**src/rtl/spike_pkg.sv**
```systemverilog
// Shared spike-domain definitions: bank geometry, AER word layout, scan FSM encoding.
// Used by the LIF bank, the AER encoder and downstream AER consumers.
package spike_pkg;

  localparam int N_NEURONS  = 8;
  localparam int ADDR_W     = $clog2(N_NEURONS);
  localparam int TS_W       = 8;
  localparam int FIFO_DEPTH = 8;
  localparam int AER_W      = TS_W + ADDR_W;

  typedef enum logic {
    ST_IDLE = 1'b0,
    ST_SCAN = 1'b1
  } scan_state_e;

  typedef struct packed {
    logic [TS_W-1:0]   ts;
    logic [ADDR_W-1:0] addr;
  } aer_word_t;

  function automatic logic [ADDR_W-1:0] lowest_set(input logic [N_NEURONS-1:0] v);
    logic [ADDR_W-1:0] idx;
    idx = '0;
    for (int i = N_NEURONS - 1; i >= 0; i--) begin
      if (v[i]) idx = ADDR_W'(i);
    end
    return idx;
  endfunction

endpackage

```
**src/rtl/spike_event_fifo.sv**
```systemverilog
// Synchronous first-word-visible FIFO with occupancy; pushes are refused when full
// even if a pop happens in the same cycle.
module spike_event_fifo #(
  parameter int WIDTH = 11,
  parameter int DEPTH = 8,
  localparam int PTR_W = $clog2(DEPTH)
) (
  input  logic             clk,
  input  logic             rst_n,
  input  logic             push,
  input  logic [WIDTH-1:0] wdata,
  input  logic             pop,
  output logic [WIDTH-1:0] rdata,
  output logic             full,
  output logic             empty,
  output logic [PTR_W:0]   level
);

  logic [WIDTH-1:0] mem_q [DEPTH];
  logic [PTR_W-1:0] wr_ptr_q, rd_ptr_q;
  logic [PTR_W:0]   level_q;
  logic             push_ok, pop_ok;

  assign full    = (level_q == (PTR_W+1)'(DEPTH));
  assign empty   = (level_q == '0);
  assign push_ok = push && !full;
  assign pop_ok  = pop && !empty;
  assign rdata   = mem_q[rd_ptr_q];
  assign level   = level_q;

  always_ff @(posedge clk) begin
    if (push_ok) mem_q[wr_ptr_q] <= wdata;
  end

  always_ff @(posedge clk or negedge rst_n) begin
    if (!rst_n) begin
      wr_ptr_q <= '0;
      rd_ptr_q <= '0;
      level_q  <= '0;
    end else begin
      if (push_ok) wr_ptr_q <= wr_ptr_q + 1'b1;
      if (pop_ok)  rd_ptr_q <= rd_ptr_q + 1'b1;
      case ({push_ok, pop_ok})
        2'b10:   level_q <= level_q + 1'b1;
        2'b01:   level_q <= level_q - 1'b1;
        default: level_q <= level_q;
      endcase
    end
  end

endmodule

```
**src/rtl/spike_aer_encoder.sv**
```systemverilog
// Serialises per-timestep spike vectors into {ts, addr} AER events, lowest address first.
// SPIKE_AER_DROP_ON_FULL_EN: drop events when the FIFO is full and set sticky overflow.
//
// state   | meaning
// IDLE    | waiting for a spike vector; spike_ready high
// SCAN    | emitting one event per cycle from the latched mask
module spike_aer_encoder
  import spike_pkg::*;
(
  input  logic                            clk,
  input  logic                            rst_n,
  input  logic [N_NEURONS-1:0]            spike_in,
  input  logic                            spike_valid,
  output logic                            spike_ready,
  output logic [ADDR_W-1:0]               aer_addr,
  output logic [TS_W-1:0]                 aer_ts,
  output logic                            aer_valid,
  input  logic                            aer_ready,
  output logic [$clog2(FIFO_DEPTH):0]     fifo_level,
  output logic                            overflow
);

  scan_state_e          state_q;
  logic [N_NEURONS-1:0] mask_q;
  logic [N_NEURONS-1:0] mask_clr;
  logic [TS_W-1:0]      ts_cnt_q, ts_lat_q;
  logic                 spike_ready_q;
  logic                 full, empty, push, pop, advance;
  aer_word_t            push_word, head_word;
  logic [AER_W-1:0]     head_raw;

  assign mask_clr  = mask_q & (mask_q - 1'b1);
  assign push_word = '{ts: ts_lat_q, addr: lowest_set(mask_q)};
  assign push      = (state_q == ST_SCAN) && !full;
  assign pop       = aer_valid && aer_ready;

`ifdef SPIKE_AER_DROP_ON_FULL_EN
  logic overflow_q;
  assign advance  = (state_q == ST_SCAN);
  assign overflow = overflow_q;

  always_ff @(posedge clk or negedge rst_n) begin
    if (!rst_n)                                overflow_q <= 1'b0;
    else if ((state_q == ST_SCAN) && full)     overflow_q <= 1'b1;
  end
`else
  assign advance  = push;
  assign overflow = 1'b0;
`endif

  always_ff @(posedge clk or negedge rst_n) begin
    if (!rst_n) begin
      state_q       <= ST_IDLE;
      mask_q        <= '0;
      ts_cnt_q      <= '0;
      ts_lat_q      <= '0;
      spike_ready_q <= 1'b1;
    end else begin
      case (state_q)
        ST_IDLE: begin
          if (spike_valid) begin
            ts_lat_q <= ts_cnt_q;
            ts_cnt_q <= ts_cnt_q + 1'b1;
            if (spike_in != '0) begin
              mask_q        <= spike_in;
              state_q       <= ST_SCAN;
              spike_ready_q <= 1'b0;
            end
          end
        end
        ST_SCAN: begin
          if (advance) begin
            mask_q <= mask_clr;
            if (mask_clr == '0) begin
              state_q       <= ST_IDLE;
              spike_ready_q <= 1'b1;
            end
          end
        end
        default: begin
          state_q       <= ST_IDLE;
          spike_ready_q <= 1'b1;
        end
      endcase
    end
  end

  spike_event_fifo #(
    .WIDTH(AER_W),
    .DEPTH(FIFO_DEPTH)
  ) u_fifo (
    .clk  (clk),
    .rst_n(rst_n),
    .push (push),
    .wdata(push_word),
    .pop  (pop),
    .rdata(head_raw),
    .full (full),
    .empty(empty),
    .level(fifo_level)
  );

  // Head is gated so the pins read zero whenever nothing is queued, including right after reset.
  assign head_word   = empty ? '0 : aer_word_t'(head_raw);
  assign aer_valid   = !empty;
  assign aer_addr    = head_word.addr;
  assign aer_ts      = head_word.ts;
  assign spike_ready = spike_ready_q;

endmodule

```
**config.mk**
```make
export PLATFORM = sky130hd
export DESIGN_NAME = spike_aer_encoder
export DESIGN_NICKNAME = d
export VERILOG_FILES = /design/src/rtl/spike_pkg.sv /design/src/rtl/spike_event_fifo.sv /design/src/rtl/spike_aer_encoder.sv
export SDC_FILE = /design/constraint.sdc
export NUM_CORES = 1
export LEC_CHECK = 0
export ABC_AREA = 1
export CAP_MARGIN = 10
export CORE_UTILIZATION = 55
export DETAILED_ROUTE_END_ITERATION = 8
export PLACE_DENSITY_LB_ADDON = 0.12
export RECOVER_POWER = 100
export SYNTH_ARGS = -nofsm -noshare
export SYNTH_HDL_FRONTEND = slang
export SYNTH_SLANG_ARGS = --single-unit
```
**constraint.sdc**
```tcl
create_clock -name clk -period 3.7 [get_ports clk]
set_clock_uncertainty 0.05 [all_clocks]
set_input_delay 0.925 -clock clk [delete_from_list [all_inputs] [get_ports clk]]
set_output_delay 0.925 -clock clk [all_outputs]
set_load 0.02 [all_outputs]
```
==> results of run 1 <==
==> registers in the layout, indices dropped and copies added (netlist names) <==
signal,flops
mask_q,8
spike_ready,1
state_q,1
ts_cnt_q,8
ts_lat_q,8
u_fifo.level,4
u_fifo.mem_q,88
u_fifo.rd_ptr_q,3
u_fifo.wr_ptr_q,3
==> final cells by class <==
class | instances | area share (%)
sequential | 124 | 56.4
multi-input combinational | 314 | 24.3
clock buffer | 24 | 7.32
timing repair buffer | 40 | 5.31
tap | 129 | 2.57
clock inverter | 8 | 2.23
inverter | 30 | 1.83
==> layer usage <==
| layer | vias to the layer above | global-route usage, % | share of wire [%] |
|---|---|---|---|
| met1 | 1727 | 32.8 | 46 |
| met2 | 109 | 37.2 | 47 |
| met3 | 11 | 5.27 | 4.8 |
| met4 | 0 | 8.58 | 1.4 |
| met5 | - | 0 | 0 |
| li1 | 1756 | - | - |
==> cells by family (layout without fill, tap and decap cells) <==
logic type | Yosys count | count (layout) | synth area share (%)
simple gates | 193 | 193 | 14.7
flops | 124 | 124 | 66.3
compound gates | 101 | 101 | 10.6
buf+inv | 52 | 102 | 4.59
xor+xnor | 12 | 12 | 1.97
fa+ha+maj | 7 | 7 | 1.78
other cells | 1 | 1 | 0.0702
==> cell usage in the layout, fill, tap and decap left out, types with 2 or more instances in the layout <==
cell type,n
o211ai_1,4
clkbuf_16,16
nor2_1,116
dfrtp_1,35
a21oi_1,5
clkbuf_8,3
o21ai_0,72
inv_1,29
xor2_1,10
o32ai_1,11
clkdlybuf4s50_1,16
o21ai_1,4
nand3_1,12
clkbuf_1,14
edfxtp_1,88
buf_4,3
clkinv_2,4
nand2_1,59
ha_1,6
nor3_1,2
a31oi_1,3
bufinv_16,4
dlygate4sd3_1,11
xnor2_1,2
==> power by group through the flow <==
| stage | combinational [mW] | clock (mW) | sequential (mW) |
|---|---|---|---|
| finish | 2.28 | 1.67 | 2.45 |
| global placement | 2.29 | 0 | 2.44 |
| floorplan | 1.59 | 0 | 2.39 |
| CTS | 2.37 | 1.69 | 2.45 |
| detailed placement | 2.35 | 0 | 2.47 |
| global route | 2.57 | 1.74 | 2.51 |
==> how the worst max path moves through the flow <==
stage | cells past startpoint | startpoint | slack, ns | endpoint
6_report | 5 | u_fifo.level[0]$_DFFE_PN0P_ | 0.15 | aer_ts[0]
5_1_grt | 5 | u_fifo.level[0]$_DFFE_PN0P_ | 0.02 | aer_ts[0]
4_1_cts | 6 | u_fifo.rd_ptr_q[1]$_DFFE_PN0P_ | 0.17 | aer_ts[7]
3_5_place_dp | 10 | aer_ready | 0.67 | u_fifo.level[3]$_DFFE_PN0P_
3_3_place_gp | 5 | u_fifo.level[0]$_DFFE_PN0P_ | 0.75 | aer_ts[4]
2_1_floorplan | 5 | u_fifo.level[0]$_DFFE_PN0P_ | 1.20 | aer_addr[1]
==> through the flow <==
stage / util (%) / total power [mW] / setup WS [ns] / area, µm² / hold WS (ns)
after floorplan: - / 3.98 / 1.20 / 5350 / 0.438
after global placement: 61.6 / 4.74 / 0.754 / 5740 / 0.410
after detailed placement: 61.6 / 4.81 / 0.672 / 5740 / 0.410
after CTS: 68.0 / 6.51 / 0.173 / 6340 / 0.420
after global routing: 67.4 / 6.82 / 0.0203 / 6290 / 0.446
final: 67.4 / 6.40 / 0.146 / 6290 / 0.416
==> critical path: stages (launching register included) <==
cell	delay (ns)
dfrtp_1	0.43
nor2_1	0.17
nand3_1	0.48
o21ai_0	0.27
nor2_1	0.07
dlygate4sd3_1	0.64
==> run summary, run 1 <==
Synth Register Bits: 124
Post-Syn Nets: 509
Syn Area/Cell: 10.9 µm²
Syn. warnings: 0
Synth top area share: 49.4%
Clk root buf: clkbuf_8
Die Width: 101 µm
Fill count: 731
Sequential area share after synthesis: 66.3%
Core Region: 9330 µm²
Worst Path Class, Setup: flip-flop to primary output
H-tree levels: 4
Register area: 3540 µm²
Max frequency: 281 MHz
Pint: 4.06 mW
Register share of total power: 38.3%
Finished Layout Cells: 669
Via count: 3,603
Hold path start: spike_ready$_DFFE_PN1P_
Area of the multi-input gates: 1530 µm²
Worst Hold Depth: 2
Netlist cell types: 35
Pin count of the biggest net entering global routing: 47
DP Cell Count: 637
Worst r2r src: u_fifo.level[0]$_DFFE_PN0P_
Overflow after GRT: 0
Clock period minus worst slack: 3.55 ns
Area grow syn2layout: 17.6%
Starting Density: 57.3%
Die area: 10,100 µm²
Worst Hold End: spike_ready$_DFFE_PN1P_
Max cap viols: 1
Synthesized area: 5350 µm²
DR WL/cell: 16.3 µm
First-pass iteration count of the detailed router: 4
Worst EP required: 2.72 ns
RR Endpoint: u_fifo.level[3]$_DFFE_PN0P_
1st-iter DRT viols: 263
Worst-margin pin slew: 1.99 ns
Leak: 2.47 nW
Die Y: 101 µm
Layout Nets: 546
Final setup vio count: 0
Final Cycle Share: 96.0%
Worst vdd ir: 0.514 mV
Setup_tns: 0 ns
Clk pwr share: 26.0%
Worst skew pair latency: 0.51 ns
Post_cts resized: 0
# hold bufs at CTS: 0
Reg clk slew, reported paths: 0.05 ns
First-pass GRT wire length: 17.6 mm
PwrDens: 1020 nW/µm²
Ports: 30
Inserted Diodes: 0
Hpwl dp: 6.50 mm
Share of cells above drive strength 1: 6.67%
All-Layer GR Usage: 23.7%
RSZ-0062 raised after global routing: no
Slew margin rel.: -32.4%
Final ANT Viol Nets: 0
Rows: 35
Post-synth top area cell: edfxtp_1
CTS Buf Count: 17
Post-synth top cells: 114 x nor2_1, 88 x edfxtp_1, 68 x o21ai_0
Clk sink count: 124
Outcome: complete, but fails checks
Reg2Reg Depth: 11
Port Buffers: 28
Top-count cell post-synth: nor2_1
Combinational share of power: 35.6%
Initial antenna violation count: 0
Setup Fix Bufs, Post-CTS: 0
Failing checks: max-capacitance violations, max-slew violations
Crit path DAT: 2.58 ns
CTS tree: done
CP Launch Type: flip-flop
Final Hold Viols: 0
Prevailing post-synth register cell: edfxtp_1
Crit-path max FO: 13
Vias per cell: 5.39
Sw Share: 36.5%
Max Slew Vio Count: 37
Register-to-register setup slack: 0.78 ns
Remaining DRCs: 0
Hold Path Class: flip-flop to flip-flop
Clk buf depth: 2
Crit path capture type: primary output
Net Sw Power: 2.34 mW
Final GP Congestion: 0.897
Vias in the first global route: 3,444
EDFF count, synth: 88
Synth area leaders: edfxtp_1 49%, dfrtp_1 16%, nor2_1 8.0%
Drt total wl: 10.9 mm
Post-Syn Instances: 490
Async SR Flop Fraction: 29.0%
Note: power is estimated with default switching activity, not from simulation.
==> inputs of run 2 (changes only) <==
- ABC_AREA: 1 -> not set
- HOLD_SLACK_MARGIN: not set -> 0.15
==> run 2 against run 1 <==
Net effect:
- the flow still finishes with violations (max-capacitance violations, max-slew violations)
- setup slack improved by 0.071 ns
- global-route usage fell by 2.2 points
- largest cell class unchanged
- critical path type unchanged
- routed wire length fell by 14%
==> run summary, run 2 <==
CP Launch Type: flip-flop
Port Buffers: 28 (unchanged)
Worst Path Class, Setup: flip-flop to primary output
Clock period minus worst slack: 3.48 ns (-0.0709 ns)
Area after DPL: 5620 µm² (-2.0%)
Setup_tns: 0 ns (unchanged)
Max cap viols: 1 (unchanged)
Finished Cell Area: 6150 µm² (-2.1%)
Area grow syn2layout: 19.1%
Slew margin rel.: -31.1% (+1.3 points)
Post-synth top cells: 88 x edfxtp_1, 35 x dfrtp_1, 22 x mux4_2
Post-synth top area cell: edfxtp_1
Vias in the first global route: 2,795 (-19%)
Crit path capture type: primary output
Via count: 2,790 (-23%)
Pint: 4.03 mW (-0.69%)
Syn Area/Cell: 16.7 µm² (+53%)
Top-count cell post-synth: edfxtp_1
Sw Share: 33.0% (-3.5 points)
Die area: 9780 µm² (-3.4%)
Post-Syn Instances: 310 (-37%)
Reg2Reg Depth: 5 (-6)
Die Width: 98.9 µm (-1.7%)
Worst skew pair latency: 0.51 ns (about the same)
H-tree levels: 4 (unchanged)
Ports: 30 (unchanged)
Starting Density: 58.1% (+0.76 points)
All-Layer GR Usage: 21.5% (-2.2 points)
Leak: 2.26 nW (-8.5%)
Worst EP required: 2.72 ns (about the same)
Worst vdd ir: 0.495 mV (-3.6%)
Sequential area share after synthesis: 68.7% (+2.3 points)
Synth area leaders: edfxtp_1 51%, dfrtp_1 17%, mux4_2 9.6%
CTS Buf Count: 17 (unchanged)
Hold Path Class: flip-flop to flip-flop
Synthesized area: 5160 µm² (-3.4%)
Worst-margin pin slew: 1.97 ns (-0.0194 ns)
Core Region: 8890 µm² (-4.7%)
Most frequent cells in the layout: 88 x edfxtp_1, 35 x dfrtp_1, 22 x mux4_2, 20 x clkdlybuf4s50_1, 19 x nor2_1
DR WL/cell: 19.6 µm (+20%)
Synth top area share: 51.2% (+1.7 points)
Clk sink count: 124 (unchanged)
Netlist cell types: 46 (+31%)
Register share of total power: 39.3% (+1.0 points)
Remaining DRCs: 0 (unchanged)
Hpwl dp: 5.81 mm (-11%)
Die Y: 98.9 µm (-1.7%)
Pin count of the biggest net entering global routing: 37 (-21%)
EDFF count, synth: 88 (unchanged)
Clk buf depth: 2 (unchanged)
RSZ-0062 raised after global routing: no
Final setup vio count: 0 (unchanged)
First-pass GRT wire length: 15.0 mm (-14%)
Fill count: 599 (-18%)
Inserted Diodes: 0 (unchanged)
First-pass iteration count of the detailed router: 5 (+1)
Clk root buf: clkbuf_8
Setup Fix Bufs, Post-CTS: 0 (unchanged)
Slowest Stage Delay on Critical Path: 0.56 ns (-0.08 ns)
Crit path DAT: 2.51 ns (-0.07 ns)
Initial antenna violation count: 0 (unchanged)
Final ANT Viol Nets: 0 (unchanged)
Max Slew Vio Count: 37 (unchanged)
Vias per cell: 5.85 (+8.6%)
Drt total wl: 9.35 mm (-14%)
Final GP Congestion: 0.733 (-18%)
Combinational share of power: 34.0% (-1.6 points)
Final Hold Viols: 0 (unchanged)
Rows: 34 (-2.9%)
Worst Hold Depth: 1 (-1)
PwrDens: 979 nW/µm² (-3.8%)
Reg clk slew, reported paths: 0.06 ns (about the same)
Outcome: complete, but fails checks
Synth Register Bits: 124 (unchanged)
# hold bufs at CTS: 0 (unchanged)
Net Sw Power: 1.99 mW (-15%)
Post_cts resized: 0 (unchanged)
Crit-path max FO: 24 (+11)
Max frequency: 287 MHz (+2.0%)
Clk pwr share: 26.7% (+0.7 points)
1st-iter DRT viols: 166 (-37%)
Commonest non-fill, non-tap cell in the layout: edfxtp_1
Prevailing post-synth register cell: edfxtp_1
Post-Syn Nets: 329 (-35%)
Final Cycle Share: 94.1% (-1.9 points)
Failing checks: max-capacitance violations, max-slew violations
Largest register FFs: 88 (unchanged)
Biggest register: u_fifo.mem_q
Overflow after GRT: 0 (unchanged)
Critical path's slowest cell: mux4_2
Share of cells above drive strength 1: 19.2% (+13 points)
Layout Nets: 375 (-31%)
Async SR Flop Fraction: 29.0% (unchanged)
CTS tree: done
Syn. warnings: 0 (unchanged)
Worst-path cell chain: buf_6 -> mux4_2 -> mux2i_1 -> nor2_1 -> clkdlybuf4s50_1
-- run 2: cell count changes in the layout (fill, tap and decap cells not counted), sizes merged, moves of 7 or more --
cell | previous run | this run
o21ai | 76 | 12
nor2 | 117 | 19
mux2 | 0 | 10
nand3 | 12 | 2
a22o | 0 | 8
nand2 | 60 | 14
nor3 | 2 | 9
mux4 | 0 | 22
o32ai | 11 | 0
inv | 30 | 9
xnor2 | 2 | 10
mux2i | 0 | 12
-- run 2: cell type report --
class / instances / area, µm² / area share (%)
well taps: 108 / 135 / 2.20
repair buffers: 43 / 353 / 5.74
inverters: 8 / 30.0 / 0.488
clock inverters: 15 / 173 / 2.81
multi-input cells: 162 / 1500 / 24.4
flip-flops and latches: 124 / 3540 / 57.6
clock buffers: 17 / 414 / 6.73
-- run 2: logic make-up (layout without fill, tap and decap cells) --
logic type               count (synthesis)  after routing  share of synthesized area [%]
flip-flops                             124            124                           68.7
AND/OR/NAND/NOR                         60             60                           5.79
multiplexers                            44             44                           14.1
AO/OA/AOI/OAI                           34             34                           4.63
buffers and inverters                   24             83                           2.13
XOR/XNOR                                14             14                           2.38
adder cells (fa/ha/maj)                  9              9                           2.23
other                                    1              1                         0.0726
-- run 2: path summary, 6_finish.rpt --
kind | slack (ns) | startpoint | to
min in group asynchronous | 0.92 | rst_n | mask_q[6]$_DFFE_PN0P_
max in group asynchronous | 1.55 | rst_n | ts_lat_q[2]$_DFFE_PN0P_
setup / recovery | 0.22 | u_fifo.rd_ptr_q[0]$_DFFE_PN0P_ | aer_ts[7]
hold reg to reg | 0.42 | ts_cnt_q[7]$_DFFE_PN0P_ | ts_cnt_q[7]$_DFFE_PN0P_
hold / removal | 0.42 | ts_cnt_q[7]$_DFFE_PN0P_ | ts_cnt_q[7]$_DFFE_PN0P_
setup reg to reg | 0.70 | u_fifo.level[3]$_DFFE_PN0P_ | u_fifo.mem_q[6][5]$_DFFE_PP_
-- run 2: per-layer routing --
metal  GRT usage (%)  vias up  part of all wire (%)
met1            28.1     1399                    43
met3            5.53       11                   4.4
met5               0        -                     0
met4            8.27        0                   1.3
li1                -     1294                     -
met2            34.8       86                    51
-- run 2: worst max-delay path, delay by kind of cell (launching register included) --
kind                   cells  cell delay, ns
DFF                        1            0.33
buffers and inverters      2            0.84
and+or+nand+nor            1            0.06
muxes                      2            0.76
-- run 2: power by group through the flow --
stage	logic (mW)	clock network, mW	registers, mW
after detailed placement	2.13	0	2.40
after global placement	2.09	0	2.37
final	2.05	1.61	2.37
after CTS	2.14	1.63	2.37
after global routing	2.24	1.70	2.42
after floorplan	1.46	0	2.29
-- run 2: metrics by stage --
stage | utilization (%) | hold slack [ns] | instances | power (mW) | setup WS [ns]
6_report | 69.2 | 0.423 | 477 | 6.02 | 0.217
5_1_grt | 69.2 | 0.459 | 477 | 6.36 | 0.0927
4_1_cts | 69.9 | 0.430 | 477 | 6.14 | 0.235
3_5_place_dp | 63.3 | 0.417 | 445 | 4.52 | 0.740
3_3_place_gp | 63.3 | 0.410 | 445 | 4.46 | 0.788
2_1_floorplan | - | 0.390 | 310 | 3.75 | 1.05
